### src/rtl/alu_serial32.sv
// Bit-serial ALU: one 1-bit slice evaluated per clock, LSB first, with a registered carry.
// Word-level start/busy/done handshake; result and flags are written at the final bit.
module alu_serial32 #(
    parameter int unsigned WIDTH = 32,
    parameter int unsigned CNT_W = 5
) (
    input  logic             clk,
    input  logic             rst_n,
    input  logic             start,
    input  logic [2:0]       alu_op,
    input  logic [WIDTH-1:0] a,
    input  logic [WIDTH-1:0] b,
    output logic             busy,
    output logic             done,
    output logic [WIDTH-1:0] result,
    output logic             carry_out,
    output logic             overflow,
    output logic             zero
);

    typedef enum logic [1:0] {StIdle, StRun, StDone} state_e;

    localparam logic [2:0] OpAnd = 3'b000;
    localparam logic [2:0] OpOr  = 3'b001;
    localparam logic [2:0] OpAdd = 3'b010;
    localparam logic [2:0] OpXor = 3'b011;
    localparam logic [2:0] OpSub = 3'b110;
    localparam logic [2:0] OpSlt = 3'b111;

    localparam logic [CNT_W-1:0] LastCnt = CNT_W'(WIDTH - 1);

    state_e           state_q;
    logic [WIDTH-1:0] a_q, b_q, res_q;
    logic [2:0]       op_q;
    logic             carry_q;
    logic [CNT_W-1:0] cnt_q;

    logic             is_sub, arith;
    logic             ai, bi, sum_bit, carry_nxt, slice_bit, ovf_bit;
    logic [WIDTH-1:0] shifted_res, final_res;

    // Slice: operands are shifted right so bit 0 always holds the current bit.
    always_comb begin
        is_sub    = (op_q == OpSub) || (op_q == OpSlt);
        arith     = (op_q == OpAdd) || is_sub;
        ai        = a_q[0];
        bi        = b_q[0] ^ is_sub;
        sum_bit   = ai ^ bi ^ carry_q;
        carry_nxt = (ai & bi) | (ai & carry_q) | (bi & carry_q);
        ovf_bit   = carry_q ^ carry_nxt;
        case (op_q)
            OpAnd:               slice_bit = ai & bi;
            OpOr:                slice_bit = ai | bi;
            OpXor:               slice_bit = ai ^ bi;
            OpAdd, OpSub, OpSlt: slice_bit = sum_bit;
            default:             slice_bit = 1'b0;
        endcase
        shifted_res = {slice_bit, res_q[WIDTH-1:1]};
        if (op_q == OpSlt) begin
            final_res = {{(WIDTH - 1){1'b0}}, sum_bit ^ ovf_bit};
        end else begin
            final_res = shifted_res;
        end
    end

    always_ff @(posedge clk or negedge rst_n) begin
        if (!rst_n) begin
            state_q   <= StIdle;
            a_q       <= '0;
            b_q       <= '0;
            res_q     <= '0;
            op_q      <= '0;
            carry_q   <= 1'b0;
            cnt_q     <= '0;
            busy      <= 1'b0;
            done      <= 1'b0;
            result    <= '0;
            carry_out <= 1'b0;
            overflow  <= 1'b0;
            zero      <= 1'b0;
        end else begin
            unique case (state_q)
                StIdle: begin
                    done <= 1'b0;
                    if (start) begin
                        a_q     <= a;
                        b_q     <= b;
                        op_q    <= alu_op;
                        res_q   <= '0;
                        carry_q <= (alu_op == OpSub) || (alu_op == OpSlt);
                        cnt_q   <= '0;
                        busy    <= 1'b1;
                        state_q <= StRun;
                    end
                end
                StRun: begin
                    a_q     <= a_q >> 1;
                    b_q     <= b_q >> 1;
                    res_q   <= shifted_res;
                    carry_q <= carry_nxt;
                    cnt_q   <= cnt_q + 1'b1;
                    if (cnt_q == LastCnt) begin
                        result    <= final_res;
                        carry_out <= arith && (op_q != OpSlt) && carry_nxt;
                        overflow  <= arith && (op_q != OpSlt) && ovf_bit;
                        zero      <= (final_res == '0);
                        busy      <= 1'b0;
                        done      <= 1'b1;
                        state_q   <= StDone;
                    end
                end
                StDone: begin
                    done    <= 1'b0;
                    state_q <= StIdle;
                end
                default: state_q <= StIdle;
            endcase
        end
    end

endmodule

### config.mk
export PLATFORM = sky130hd
export DESIGN_NAME = alu_serial32
export DESIGN_NICKNAME = d
export VERILOG_FILES = /design/src/rtl/alu_serial32.sv
export SDC_FILE = /design/constraint.sdc
export NUM_CORES = 1
export LEC_CHECK = 0
export ABC_AREA = 1
export BUFFER_PORTS_ARGS = -buffer_cell sky130_fd_sc_hd__buf_4
export CORE_ASPECT_RATIO = 0.75
export CORE_MARGIN = 2
export CORE_UTILIZATION = 50
export DETAILED_ROUTE_END_ITERATION = 7
export GPL_TIMING_DRIVEN = 0
export PLACE_DENSITY_LB_ADDON = 0.12
export SYNTH_ARGS = -nofsm -noshare
export SYNTH_HDL_FRONTEND = slang
export SYNTH_SLANG_ARGS = --single-unit
### constraint.sdc
create_clock -name clk -period 1.5 [get_ports clk]
set_input_delay 0.3 -clock clk [delete_from_list [all_inputs] [get_ports clk]]
set_output_delay 0.3 -clock clk [all_outputs]
set_load 0.03 [all_outputs]
# Word level (Yosys, flattened, before mapping)
# Cells that the tools add are included.
# word_totals
register_bits	144
latch_bits	0
mem_bits_rw	0
mem_bits_ro	0
output_inout_bits	37
word_cells	77
mem_count	0
# op_classes
addsub	1
mul	0
n_div	0
n_lt_le_gt_ge	0
n_eq_ne	13
shift	0
muxes	20
n_bitwise	11
reduce_logical	19
# ops
operator	count
32-bit case mux with 2 select lines	3
32-bit two-way mux	4
32-bit zero test	1
3-bit equality test (second input constant)	4
5-bit case mux with 2 select lines	1
2-bit AND reduction	5
3-bit by 2-bit equality test with 1-bit output (second input constant)	2
1-bit case mux with 2 select lines	3
5-bit by 1-bit adder with 5-bit output (second input constant)	1
5-bit equality test (second input constant)	1
5-bit two-way mux	1
1-bit XOR	5
1-bit two-way mux	4
2-bit two-way mux	2
2-bit != test (second input constant)	2
1-bit case mux with 4 select lines	1
2-bit case mux with 2 select lines	1
2-bit nonzero test	2
1-bit bitwise AND	3
3-bit by 1-bit equality test with 1-bit output (second input constant)	1
1-bit logical AND	3
3-bit zero test	1
1-bit logical OR	3
3-bit != test (second input constant)	1
7 further kinds	9

# Longest topological paths before layout
# Gate-level depths: netlist of the first run.
# depth
depth_word	10
mapped_depth	12
depth_no_buf	12

# Worst setup path after synthesis of the first run
# OpenSTA, ideal clock, no wires.
# synth_timing
path_type	register to register
from	reg op_q[1]
to	reg zero
setup_time_ns	0.117
arrival_time_ns	1.524
setup_slack_ns	-0.141
path_stages_with_launch	13
synth_period_minus_slack_ns	1.641
cell_sequence	dfrtp_1 buf_4 nand2_1 nand2_1 nand2_1 inv_1 ha_1 xor2_1 nand2_1 nand4_1 nand2_1 nand3_1 nand2_1
# synth_via
elab_chain_cells	10
word_cells_on_any_way	21
classes_between	eq/ne (5); mux (2); bitwise (10); reduce/logical (4)
# synth_rtl
element	line	source
start: declaration	34	logic [2:0] op_q;
start signal: assignment	88	op_q <= alu_op;
3-bit equality test (on tied branches)	44, 51, 59	
1-bit logical OR	44	is_sub = (op_q == OpSub) || (op_q == OpSlt);
1-bit XOR	47	bi = b_q[0] ^ is_sub;
1-bit bitwise AND	49, 52	
1-bit OR (2 in series)	49	carry_nxt = (ai & bi) | (ai & carry_q) | (bi & carry_q);
1-bit XOR	50	ovf_bit = carry_q ^ carry_nxt;
1-bit XOR	60	final_res = {{(WIDTH - 1){1'b0}}, sum_bit ^ ovf_bit};
32-bit two-way mux (*)	59	if (op_q == OpSlt) begin
32-bit zero test (*)	106	zero <= (final_res == '0);
end signal: assignment	106	
end: declaration	18	output logic zero
# Every way passes the cells marked *; elsewhere a longest branch is shown, timed or not.
# A chain may end at the register's enable or synchronous reset.

# Worst setup path in the final report of the first run
# Ends and elaborated chain as after synthesis.

==> tab_implementation.tex, run 1 <==
\begin{tabular}{lr}
\hline
Metric & Value \\
\hline
\multicolumn{2}{l}{\textbf{Power and ir drop}} \\
Total Power & 18500 uW \\
Combinational share of power & between 40\% and 50\% \\
Sw Share & 37.7\% \\
Share of total power in sequential cells & between 30\% and 40\% \\
Power Dens Cells & 2250 nW/um\^{}2 \\
Maximum ir drop on the vdd rail & 1010 uV \\
Internal portion of total power & roughly 11000 uW \\
Lkg Pwr & 0.00401 uW \\
Clock share of power & between 20\% and 30\% \\
Switching power summed over all nets & $\sim$7000 uW \\
\multicolumn{2}{l}{\textbf{Floorplan}} \\
Area of the die & approximately 13000 um\^{}2 \\
Number of placement rows & 34 \\
Initial Util & between 50\% and 60\% \\
Horiz. Die Dim & between 100 and 150 um \\
Boundary Pins & around 110 \\
Core region area & between 10000 and 15000 um\^{}2 \\
Height of the die & 99.1 um \\
\multicolumn{2}{l}{\textbf{Final layout}} \\
Post-synthesis to final-layout area growth & 36.4\% \\
Final core utilization & between 70\% and 80\% \\
Post-layout instance count excluding filler cells & 972 \\
Number of antenna diodes & 0 \\
Final layout net count & 870 \\
Layout cells sized above 1 & $\sim$30\% \\
\multicolumn{2}{l}{\textbf{Detailed routing}} \\
Via Count & between 5000 and 6000 \\
Iter 0 DRT Violations & 473 \\
Detailed Routing Iterations Pass 1 & 5 \\
Vias per std cell & approximately 5.4 \\
Number of antenna-violating nets in the routed design & 0 \\
Detail-routed net length per standard cell & about 16 um \\
WL final & around 15000 um \\
\# DRC & 0 \\
\multicolumn{2}{l}{\textbf{Clocking}} \\
Clk pin slew, worst setup/hold paths & 60 ps \\
CTS tree & built \\
Buffer levels on the longest clock path & 2 \\
CTS root buf & sky130\_fd\_sc\_hd\_\_clkbuf\_16 \\
Insertion delay of the later-clocked pin in the worst-skew pair & 420 ps \\
Clock buffer count from CTS & 17 \\
Number of levels in the clock H-tree & 4 \\
Clock Sinks & approximately 140 \\
\multicolumn{2}{l}{\textbf{Place}} \\
Placed Instances & between 900 and 1000 \\
GP Congestion & between 0.8 and 0.9 \\
Final HPWL DP & a little under 10000 um \\
\# port buffers & roughly 110 \\
\multicolumn{2}{l}{\textbf{Logic synthesis}} \\
Largest family of logic cells by synthesized area & simple AND/OR/NAND/NOR gates \\
Sequential-to-total area share from yosys stat & between 50\% and 60\% \\
Adder-cell share of the synthesized area & less than 1\% \\
Share of synthesized cell area in and, or, nand and nor gates & $\sim$17\% \\
Most used DFF post-synth & sky130\_fd\_sc\_hd\_\_dfrtp\_1 \\
Register bit count reported by yosys & 143 \\
Multiplexer fraction of the synthesized cell area & 0\% \\
Number of warnings reported in the yosys synthesis log & 0 \\
Syn Inst Count & 650 \\
Number of distinct library cells after synthesis & 27 \\
Mean instance size in the synthesized netlist & 9.28 um\^{}2 \\
Share of the synthesized netlist area taken by xor and xnor gates & less than 1\% \\
Async SR Flop Fraction & between 90\% and 100\% \\
Post-Synthesis Net Count & around 720 \\
Synthesized-area fraction occupied by ao, oa, aoi and oai cells & between 10 and 15\% \\
Number of enable flip-flop cells after synthesis & 0 \\
Post-synthesis instance area & 6030 um\^{}2 \\
\multicolumn{2}{l}{\textbf{Critical path}} \\
Launching element type of the critical path & flip-flop \\
Category of the worst setup path capture point & flip-flop \\
Slack of the worst reg-to-reg path & -250 ps \\
Worst R2R End & zero \\
Worst Reg-to-Reg Cells & 12 \\
Required time reported for the critical path endpoint & 1810 ps \\
Beginning of the worst register-to-register path & op\_q[1] \\
Path type of the worst setup path & flip-flop to flip-flop \\
Biggest fanout along the worst timing path & 4 \\
Critical path origin & op\_q[1] \\
Endpoint arrival time on the critical path & between 2000 and 2500 ps \\
Critical Path End & zero \\
\multicolumn{2}{l}{\textbf{Run}} \\
Reported max-cap violation count & 0 \\
\multicolumn{2}{l}{\textbf{GRT}} \\
Global-route wire length before repair & around 25000 um \\
GRT Overall Usage & 24.4\% \\
Initial antenna violation count & 0 \\
Pin count of the biggest net entering global routing & 81 \\
Vias in the first global route & around 5100 \\
Gr ovfl total & 0 \\
\multicolumn{2}{l}{\textbf{STA}} \\
Final number of hold-violating endpoints & 0 \\
Time the worst path needs with I/O delays and setup & $\sim$1700 ps \\
Unrepaired setup endpoints after global routing & yes \\
Final worst slack & -248 ps \\
Post-Route Skew & 8.35 ps \\
Slew headroom & approximately three fifths \\
Period utilisation layout & 117\% \\
Maximum clock frequency & 572 MHz \\
Total Neg Setup Slack & -7100 ps \\
Final count of negative-setup-slack endpoints & 38 \\
Max-slew violations & 0 \\
Worst-margin pin slew & 574 ps \\
\multicolumn{2}{l}{\textbf{Run status}} \\
Result of the run & finished, violations left \\
Violations in the final reports & setup timing \\
\multicolumn{2}{l}{\textbf{Min path}} \\
Type of the worst min-delay path & primary input to flip-flop \\
Origin of the worst min-delay path & alu\_op[0] \\
\hline
\end{tabular}
routing by layer:
| layer | vias to the layer above | global-route usage, % | part of all wire, % |
|---|---|---|---|
| li1 | 2474 | - | - |
| met1 | 2571 | 33.1 | 44 |
| met2 | 188 | 38.3 | 48 |
| met3 | 29 | 5.92 | 5.9 |
| met4 | 0 | 9.74 | 1.9 |
| met5 | - | 0 | 0 |
how the worst min path moves through the flow:
stage,endpoint,slack [ps],cells after the start
floorplan,a_q[0],4,0
global placement,a_q[14],470,2
detailed placement,result[23],320,1
CTS,op_q[0],70,3
global route,b_q[25],80,3
finish,op_q[0],80,3
power by group through the flow:
stage	Clock [uW]	Sequential (uW)	Combinational (uW)
after floorplan	0	6700	4000
final	4630	6220	7610
after global routing	4860	6400	8370
after global placement	0	6180	6290
after CTS	4660	6200	7070
after detailed placement	0	6240	6510
cell usage after synthesis (2+ instances only):
cell type	instances	area, um^2
sky130_fd_sc_hd__a22o_1	3	26.3
sky130_fd_sc_hd__buf_1	2	7.51
sky130_fd_sc_hd__buf_2	13	65.1
sky130_fd_sc_hd__buf_4	2	15.0
sky130_fd_sc_hd__clkbuf_1	20	75.1
sky130_fd_sc_hd__dfrtp_1	143	3580
sky130_fd_sc_hd__ha_1	3	37.5
sky130_fd_sc_hd__inv_1	78	293
sky130_fd_sc_hd__inv_2	2	7.51
sky130_fd_sc_hd__nand2_1	199	747
sky130_fd_sc_hd__nand3_1	42	210
sky130_fd_sc_hd__nand4_1	4	25.0
sky130_fd_sc_hd__nor2_1	9	33.8
sky130_fd_sc_hd__o211ai_1	9	67.6
sky130_fd_sc_hd__o21ai_0	25	125
sky130_fd_sc_hd__o21ai_1	3	15.0
sky130_fd_sc_hd__o221ai_1	29	254
sky130_fd_sc_hd__o22ai_1	31	194
sky130_fd_sc_hd__o31ai_1	24	180
sky130_fd_sc_hd__xor2_1	2	17.5
sequential cells by signal, indices dropped and copies added, names as in the netlist:
name       flops
carry_out      1
b_q           32
overflow       1
carry_q        1
zero           1
cnt_q          5
result        32
res_q         31
a_q           32
done           1
op_q           3
busy           1
state_q        2
layout make-up:
| class | count | area (um^2) |
|---|---|---|
| Inverter | 81 | 313 |
| Buffer | 39 | 307 |
| Clock buffer | 22 | 464 |
| Fill cell | 892 | 3480 |
| Sequential cell | 143 | 3580 |
| Clock inverter | 10 | 184 |
| Timing Repair Buffer | 128 | 991 |
| Tap cell | 162 | 203 |
| Multi-Input combinational cell | 387 | 2180 |
stage by stage:
step	area [um^2]	setup WS (ps)	hold slack, ps
floorplan	6090	-35.2	4.41
global placement	7090	-438	465
detailed placement	7120	-351	321
CTS	8030	-225	74.1
global route	8220	-336	76.0
finish	8220	-248	78.3
what timing repair did:
item	in CTS	in global routing
endpoints found under the setup margin	130	141
hold endpoints to repair	63	0
hold buffers	1	0
gates resized for setup	55	44
pin swaps	13	12
setup buffers	12	8
kinds of logic after synthesis:
| group | after synthesis |
|---|---|
| and+or+nand+nor | 257 |
| xor gates and xnor gates | 2 |
| buffers and inverters | 120 |
| DFF | 143 |
| adders and majority gates | 3 |
| AOI/OAI and AO/OA | 125 |
cell usage in the layout, fill, tap and decap left out, types with 6 or more instances in the layout:
cell type / Yosys / routed
sky130_fd_sc_hd__o221ai_1: 29 / 29
sky130_fd_sc_hd__clkbuf_16: 0 / 18
sky130_fd_sc_hd__nor2_1: 9 / 7
sky130_fd_sc_hd__o31ai_2: 0 / 16
sky130_fd_sc_hd__o22ai_1: 31 / 31
sky130_fd_sc_hd__dfrtp_1: 143 / 142
sky130_fd_sc_hd__nand2_1: 199 / 190
sky130_fd_sc_hd__buf_2: 13 / 7
sky130_fd_sc_hd__o31ai_1: 24 / 6
sky130_fd_sc_hd__o21ai_1: 3 / 10
sky130_fd_sc_hd__inv_1: 78 / 74
sky130_fd_sc_hd__o21ai_0: 25 / 17
sky130_fd_sc_hd__clkbuf_8: 1 / 8
sky130_fd_sc_hd__nand3_1: 42 / 37
sky130_fd_sc_hd__clkbuf_2: 0 / 14
sky130_fd_sc_hd__o211ai_1: 9 / 9
sky130_fd_sc_hd__buf_4: 2 / 130
worst max-delay path, stage by stage, from the launching register on:
cell and delay (ps):
sky130_fd_sc_hd__dfrtp_1 370, sky130_fd_sc_hd__buf_6 130, sky130_fd_sc_hd__nand2_4 70, sky130_fd_sc_hd__nand2_4 60
sky130_fd_sc_hd__nand2_4 80, sky130_fd_sc_hd__inv_4 40, sky130_fd_sc_hd__ha_4 270, sky130_fd_sc_hd__xor2_1 180
sky130_fd_sc_hd__nand2_1 80, sky130_fd_sc_hd__nand4_1 130, sky130_fd_sc_hd__nand2_2 100, sky130_fd_sc_hd__nand3_2 70
sky130_fd_sc_hd__nand2_1 50
Power figures use the tool's default switching activity.
==> run 2, diff against run 1 <==
==> constraint.sdc (replaced) <==
create_clock -name clk -period 1.5 [get_ports clk]
set_input_delay 0.15 -clock clk [delete_from_list [all_inputs] [get_ports clk]]
set_output_delay 0.15 -clock clk [all_outputs]
set_load 0.03 [all_outputs]
==> run 2 against run 1 <==
Compared with the run above:
- the flow still finishes with violations (setup timing)
- power up 1.0%
- clock power hardly changed
- register-to-register slack about the same
- hold slack got worse by 28 ps
- die area unchanged
- combinational power is 2% higher
- final area grew 8.0%
- routed wire length is 7.2% higher
- clock skew hardly changed
==> tab_implementation.tex, run 2 (synthesized netlist as in run 1, its figures left out) <==
\begin{tabular}{lr}
\hline
Metric & Value \\
\hline
\multicolumn{2}{l}{\textbf{Run status}} \\
Result of the run & finished, violations left \\
Violations in the final reports & setup timing \\
\multicolumn{2}{l}{\textbf{Clocking}} \\
Number of levels in the clock H-tree & 4 (unchanged) \\
Clock buffer count from CTS & 17 (unchanged) \\
Insertion delay of the later-clocked pin in the worst-skew pair & 420 ps (about the same) \\
Clock Sinks & 143 (unchanged) \\
CTS root buf & sky130\_fd\_sc\_hd\_\_clkbuf\_16 \\
Clk pin slew, worst setup/hold paths & 60 ps (about the same) \\
Buffer levels on the longest clock path & 2 (unchanged) \\
CTS tree & built \\
\multicolumn{2}{l}{\textbf{STA}} \\
Post-Route Skew & 8.07 ps (-0.282 ps) \\
Final number of hold-violating endpoints & 0 (unchanged) \\
Total Neg Setup Slack & -7010 ps (+92.9 ps) \\
Worst-margin pin slew & 576 ps (+1.55 ps) \\
Max-slew violations & 0 (unchanged) \\
Slew headroom & 61.6\% (-0.10 points) \\
Unrepaired setup endpoints after global routing & yes \\
Final count of negative-setup-slack endpoints & 38 (unchanged) \\
Time the worst path needs with I/O delays and setup & 1740 ps (-3.46 ps) \\
Final Hold Slack & 50.1 ps (-28.1 ps) \\
Final worst slack & -244 ps (+3.46 ps) \\
Maximum clock frequency & 573 MHz (+0.20\%) \\
Period utilisation layout & 116\% (-0.23 points) \\
\multicolumn{2}{l}{\textbf{Detailed routing}} \\
Via Count & 5530 (+5.1\%) \\
\# DRC & 0 (unchanged) \\
Wire length on met3 & 859 um (-3.9\%) \\
Iter 0 DRT Violations & 410 (-13\%) \\
Max Used Layer & met4 \\
Vias per std cell & 5.33 (-1.6\%) \\
Detailed-routing wirelength on met1 & 7080 um (+4.8\%) \\
Detail-routed net length per standard cell & 15.7 um (+0.34\%) \\
Wire length on met2 & 8100 um (+11\%) \\
Number of antenna-violating nets in the routed design & 0 (unchanged) \\
Detailed Routing Iterations Pass 1 & 5 (unchanged) \\
WL final & 16300 um (+7.2\%) \\
\multicolumn{2}{l}{\textbf{Place}} \\
Placed Instances & 919 (unchanged) \\
Final HPWL DP & 9810 um (unchanged) \\
\# port buffers & 106 (unchanged) \\
GP Congestion & 0.803 (unchanged) \\
Post-placement setup slack & -351 ps (unchanged) \\
\multicolumn{2}{l}{\textbf{GRT}} \\
Vias in the first global route & 5495 (+7.3\%) \\
Global-route wire length before repair & 26400 um (+7.5\%) \\
Gr ovfl total & 0 (unchanged) \\
Pin count of the biggest net entering global routing & 81 (unchanged) \\
Initial antenna violation count & 0 (unchanged) \\
GRT Overall Usage & 26.3\% (+1.8 points) \\
\multicolumn{2}{l}{\textbf{Critical path}} \\
Most used cell, CP & sky130\_fd\_sc\_hd\_\_nand2\_4 \\
Slowest cell on the critical path & sky130\_fd\_sc\_hd\_\_dfrtp\_1 \\
Critical path, cell by cell & buf\_6, nand2\_4, nand2\_4, nand2\_4, inv\_4, ha\_4, xor2\_1, nand2\_1, nand4\_1, nand2\_2, nand3\_2, nand2\_1 \\
Launching element type of the critical path & flip-flop \\
Delay of the slowest critical-path stage & 370 ps (about the same) \\
Endpoint arrival time on the critical path & 2060 ps (about the same) \\
Biggest fanout along the worst timing path & 4 (unchanged) \\
Required time reported for the critical path endpoint & 1810 ps (about the same) \\
Category of the worst setup path capture point & flip-flop \\
Path type of the worst setup path & flip-flop to flip-flop \\
\multicolumn{2}{l}{\textbf{Final layout}} \\
Leading cell types in the layout, fill and taps excluded & 190 x sky130\_fd\_sc\_hd\_\_nand2\_1, 142 x sky130\_fd\_sc\_hd\_\_dfrtp\_1, 128 x sky130\_fd\_sc\_hd\_\_buf\_4 \\
Final layout net count & 936 (+7.6\%) \\
Number of antenna diodes & 0 (unchanged) \\
Post-layout instance count excluding filler cells & 1038 (+6.8\%) \\
Post-synthesis to final-layout area growth & 47.3\% \\
Final core utilization & 75.9\% (+5.6 points) \\
Commonest non-fill, non-tap cell in the layout & sky130\_fd\_sc\_hd\_\_nand2\_1 \\
Layout cells sized above 1 & 27.7\% (-2.3 points) \\
Number of fillers in the final layout & 784 (-12\%) \\
Largest registers & a\_q (32), b\_q (32), result (32) \\
\multicolumn{2}{l}{\textbf{Floorplan}} \\
Core region area & 11700 um\^{}2 (unchanged) \\
Number of placement rows & 34 (unchanged) \\
Area of the die & 13000 um\^{}2 (unchanged) \\
Height of the die & 99.1 um (unchanged) \\
Initial Util & 51.5\% (unchanged) \\
Boundary Pins & 107 (unchanged) \\
Horiz. Die Dim & 131 um (unchanged) \\
\multicolumn{2}{l}{\textbf{Power and ir drop}} \\
Lkg Pwr & 0.00428 uW (+6.8\%) \\
Share of total power in sequential cells & 33.4\% (-0.3 points) \\
Internal portion of total power & 11600 uW (+0.97\%) \\
Sw Share & 37.8\% (about the same) \\
Switching power summed over all nets & 7040 uW (+1.0\%) \\
Maximum ir drop on the vdd rail & 1020 uV (+1.4\%) \\
Combinational share of power & 41.7\% (+0.5 points) \\
Power Dens Cells & 2100 nW/um\^{}2 (-6.5\%) \\
Clock share of power & 24.9\% (-0.2 points) \\
\multicolumn{2}{l}{\textbf{Min path}} \\
Type of the worst min-delay path & primary input to flip-flop \\
\multicolumn{2}{l}{\textbf{Run}} \\
Reported max-cap violation count & 0 (unchanged) \\
\hline
\end{tabular}
run 2: per-stage QoR:
| stage | instance area [um^2] | total power, uW |
|---|---|---|
| after detailed placement | 7120 | 12800 |
| after CTS | 8690 | 18100 |
| after global placement | 7090 | 12500 |
| after global routing | 8880 | 19800 |
| final | 8880 | 18600 |
| after floorplan | 6090 | 10700 |
run 2: what timing repair did:
action	CTS	global route
gates cloned	0	0
pin swaps	13	12
endpoints found under the hold margin	129	0
endpoints found under the setup margin	130	141
setup buffers	12	8
resized for setup	55	43
hold buffers	67	0
run 2: final timing paths:
kind / start / end / slack, ps / depth (start not counted)
worst min register to register: busy / busy / 480 / 2
max in group asynchronous: rst_n / b_q[0] / 420 / 3
worst max-delay path: op_q[1] / zero / -240 / 12
min in group asynchronous: rst_n / res_q[26] / 280 / 2
worst min-delay path: alu_op[1] / op_q[1] / 50 / 3
worst max register to register: op_q[1] / zero / -240 / 12
run 2: critical path, delay by kind of cell, from the launching register on:
kind          cells  cell delay, ps
fa+ha+maj         1             270
simple gates      8             630
buf+inv           2             170
xor+xnor          1             180
flops             1             370
run 2: cell type report:
type / count / area, um^2 / area share, %
sequential: 143 / 3580 / 40.3
clock buffer: 22 / 464 / 5.23
multi-input combinational: 387 / 2180 / 24.6
tap: 162 / 203 / 2.28
timing repair buffer: 194 / 1650 / 18.6
inverter: 81 / 313 / 3.52
clock inverter: 10 / 184 / 2.07
buffer: 39 / 307 / 3.45
run 2: metal layers:
| layer | up-vias | GRT usage [%] |
|---|---|---|
| met1 | 2696 | 34.7 |
| met2 | 198 | 43.0 |
| met4 | 0 | 9.90 |
| li1 | 2609 | - |
| met3 | 27 | 5.65 |
| met5 | - | 0 |
run 2: power by group through the flow:
stage	logic, uW	registers [uW]	clock network, uW
2_1_floorplan	4000	6700	0
3_3_place_gp	6290	6180	0
3_5_place_dp	6510	6240	0
4_1_cts	7200	6200	4660
5_1_grt	8550	6400	4850
6_report	7780	6230	4630
==> run 3, diff against run 2 <==
Settings changed: GPL_TIMING_DRIVEN 0 to 1, PLACE_DENSITY from default to 0.75, PLACE_DENSITY_LB_ADDON 0.12 to default.
==> run 3 against run 2 <==
Compared with the run above:
- the run still ends with setup timing left
- final cell count down 2.8%
- routed wire length is 1.9% lower
- power down 6.9%
- die area stayed put
- via count down 1.5%
- setup slack gained 73 ps
- combinational power shrank 3.3%
==> tab_implementation.tex, run 3 (synthesized netlist as in run 1, its figures left out) <==
\begin{tabular}{lr}
\hline
Metric & Value \\
\hline
\multicolumn{2}{l}{\textbf{Power and ir drop}} \\
Maximum ir drop on the vdd rail & 1050 uV (+3.0\%) \\
Lkg Pwr & 0.00413 uW (-3.6\%) \\
Clock share of power & 20.7\% (-4.2 points) \\
Combinational share of power & 43.3\% (+1.6 points) \\
Sw Share & 38.7\% (+0.90 points) \\
Switching power summed over all nets & 6710 uW (-4.7\%) \\
Power Dens Cells & 2010 nW/um\^{}2 (-4.1\%) \\
Internal portion of total power & 10600 uW (-8.3\%) \\
Share of total power in sequential cells & 35.9\% (+2.5 points) \\
Total Power & 17400 uW (-6.9\%) \\
\multicolumn{2}{l}{\textbf{Clocking}} \\
Clock buffer count from CTS & 17 (unchanged) \\
Number of levels in the clock H-tree & 4 (unchanged) \\
Insertion delay of the later-clocked pin in the worst-skew pair & 410 ps (about the same) \\
CTS tree & built \\
Clock Sinks & 143 (unchanged) \\
Buffer levels on the longest clock path & 2 (unchanged) \\
CTS root buf & sky130\_fd\_sc\_hd\_\_clkbuf\_16 \\
Clk pin slew, worst setup/hold paths & 50 ps (about the same) \\
\multicolumn{2}{l}{\textbf{Critical path}} \\
Biggest fanout along the worst timing path & 31 (+27) \\
Path type of the worst setup path & flip-flop to flip-flop \\
Endpoint arrival time on the critical path & 1990 ps (-70 ps) \\
Launching element type of the critical path & flip-flop \\
Required time reported for the critical path endpoint & 1820 ps (about the same) \\
Category of the worst setup path capture point & flip-flop \\
\multicolumn{2}{l}{\textbf{Final layout}} \\
Layout cells sized above 1 & 25.6\% (-2.1 points) \\
Leading cell types in the layout, fill and taps excluded & 188 x sky130\_fd\_sc\_hd\_\_nand2\_1, 143 x sky130\_fd\_sc\_hd\_\_dfrtp\_1, 131 x sky130\_fd\_sc\_hd\_\_buf\_4 \\
Sequential cell area & 3580 um\^{}2 (about the same) \\
Number of antenna diodes & 0 (unchanged) \\
Multi-input combinational cell area & 2150 um\^{}2 (-1.6\%) \\
Final layout net count & 914 (-2.4\%) \\
Commonest non-fill, non-tap cell in the layout & sky130\_fd\_sc\_hd\_\_nand2\_1 \\
Number of fillers in the final layout & 803 (+2.4\%) \\
Largest registers & a\_q (32), b\_q (32), result (32) \\
Post-synthesis to final-layout area growth & 43.0\% \\
Final core utilization & 73.7\% (-2.2 points) \\
\multicolumn{2}{l}{\textbf{Floorplan}} \\
Horiz. Die Dim & 131 um (unchanged) \\
Area of the die & 13000 um\^{}2 (unchanged) \\
Initial Util & 51.5\% (unchanged) \\
Boundary Pins & 107 (unchanged) \\
Number of placement rows & 34 (unchanged) \\
Height of the die & 99.1 um (unchanged) \\
Core region area & 11700 um\^{}2 (unchanged) \\
\multicolumn{2}{l}{\textbf{GRT}} \\
Gr ovfl total & 0 (unchanged) \\
GRT Overall Usage & 25.7\% (-0.54 points) \\
Global-route wire length before repair & 26200 um (-0.84\%) \\
Pin count of the biggest net entering global routing & 48 (-41\%) \\
Initial antenna violation count & 0 (unchanged) \\
Vias in the first global route & 5475 (-0.36\%) \\
\multicolumn{2}{l}{\textbf{Detailed routing}} \\
\# DRC & 0 (unchanged) \\
Vias per std cell & 5.40 (+1.3\%) \\
Detail-routed net length per standard cell & 15.9 um (+0.95\%) \\
Iter 0 DRT Violations & 413 (+0.73\%) \\
WL final & 16000 um (-1.9\%) \\
Number of antenna-violating nets in the routed design & 0 (unchanged) \\
Via Count & 5445 (-1.5\%) \\
Detailed Routing Iterations Pass 1 & 6 (+1) \\
\multicolumn{2}{l}{\textbf{STA}} \\
Max-slew violations & 0 (unchanged) \\
Final Hold Slack & 12.4 ps (-37.7 ps) \\
Worst-margin pin slew & 459 ps (-117 ps) \\
Final number of hold-violating endpoints & 0 (unchanged) \\
Final count of negative-setup-slack endpoints & 37 (-2.6\%) \\
Maximum clock frequency & 598 MHz (+4.4\%) \\
Time the worst path needs with I/O delays and setup & 1670 ps (-72.8 ps) \\
Period utilisation layout & 111\% (-4.9 points) \\
Final worst slack & -172 ps (+72.8 ps) \\
Total Neg Setup Slack & -4700 ps (+2300 ps) \\
Slew headroom & 69.4\% (+7.8 points) \\
Post-Route Skew & 5.77 ps (-2.30 ps) \\
Unrepaired setup endpoints after global routing & yes \\
\multicolumn{2}{l}{\textbf{Place}} \\
GP Congestion & 0.820 (+2.1\%) \\
\# port buffers & 106 (unchanged) \\
Final HPWL DP & 9470 um (-3.5\%) \\
\multicolumn{2}{l}{\textbf{Run}} \\
Reported max-cap violation count & 0 (unchanged) \\
\multicolumn{2}{l}{\textbf{Run status}} \\
Result of the run & finished, violations left \\
Violations in the final reports & setup timing \\
\multicolumn{2}{l}{\textbf{Min path}} \\
Type of the worst min-delay path & primary input to flip-flop \\
\hline
\end{tabular}
==> run 3: changes by cell type in the layout (fill, tap and decap cells not counted), moves of 3 or more <==
cell	change
sky130_fd_sc_hd__clkinvlp_4	-3
sky130_fd_sc_hd__clkbuf_8	-5
sky130_fd_sc_hd__nand3_1	+3
sky130_fd_sc_hd__nand2_2	+6
sky130_fd_sc_hd__o31ai_2	+6
sky130_fd_sc_hd__clkbuf_2	-13
sky130_fd_sc_hd__buf_2	-8
sky130_fd_sc_hd__buf_12	+9
sky130_fd_sc_hd__clkbuf_4	-4
sky130_fd_sc_hd__buf_4	+3
sky130_fd_sc_hd__nand2_4	-4
sky130_fd_sc_hd__o31ai_1	-5
sky130_fd_sc_hd__bufinv_16	-5
==> run 3: critical path: stages, from the launching register on <==
cell	delay, ps
sky130_fd_sc_hd__dfrtp_1	370
sky130_fd_sc_hd__ha_2	190
sky130_fd_sc_hd__nand2_2	60
sky130_fd_sc_hd__nor2_2	100
sky130_fd_sc_hd__ha_2	180
sky130_fd_sc_hd__inv_2	50
sky130_fd_sc_hd__nor2_4	160
sky130_fd_sc_hd__inv_4	100
sky130_fd_sc_hd__buf_12	180
sky130_fd_sc_hd__o31ai_2	190
==> run 3: power groups by stage <==
stage,sequential (uW),clock (uW),combinational (uW)
floorplan,6700,0,4000
global placement,6170,0,6430
detailed placement,6230,0,6750
CTS,6220,3650,7230
global route,6400,3830,8260
finish,6240,3600,7520
==> run 3: final cells by class <==
cell class | count | share of cell area [%]
inverters | 81 | 3.61
repair buffers | 211 | 22.0
flip-flops and latches | 143 | 41.5
well taps | 162 | 2.35
clock buffers | 22 | 5.50
multi-input cells | 387 | 24.9
clock inverters | 3 | 0.174
==> run 3: routing by layer <==
layer | GRT usage (%) | wire (um) | up-vias
met2 | 43.9 | 8080 | 208
li1 | - | - | 2545
met4 | 6.79 | 282 | 0
met1 | 32.6 | 6800 | 2659
met3 | 7.10 | 853 | 33
met5 | 0 | 0 | -
==> run 3: final timing paths <==
path,start,endpoint,slack [ps],cells after the start
hold reg to reg,a_q[2],a_q[2],480,2
min in group asynchronous,rst_n,result[22],250,2
hold / removal,b[2],b_q[2],10,3
max in group asynchronous,rst_n,res_q[6],690,3
setup / recovery,cnt_q[1],result[9],-170,9
setup reg to reg,cnt_q[1],result[9],-170,9
==> run 3: repair_timing <==
action,4_1_cts,5_1_grt
buffers inserted,4,5
pin swaps,6,15
hold buffers,65,0
cloned,1,1
setup endpoints to repair,38,45
endpoints found under the hold margin,107,0
resized for setup,43,11
==> run 3: stage by stage <==
| stage | setup WS (ps) | instances | cell area [um^2] |
|---|---|---|---|
| after floorplan | -35.2 | 650 | 6090 |
| after global placement | -101 | 908 | 7200 |
| after detailed placement | -194 | 908 | 7200 |
| after CTS | -124 | 1003 | 8510 |
| after global routing | -292 | 1009 | 8620 |
| final | -172 | 1009 | 8620 |
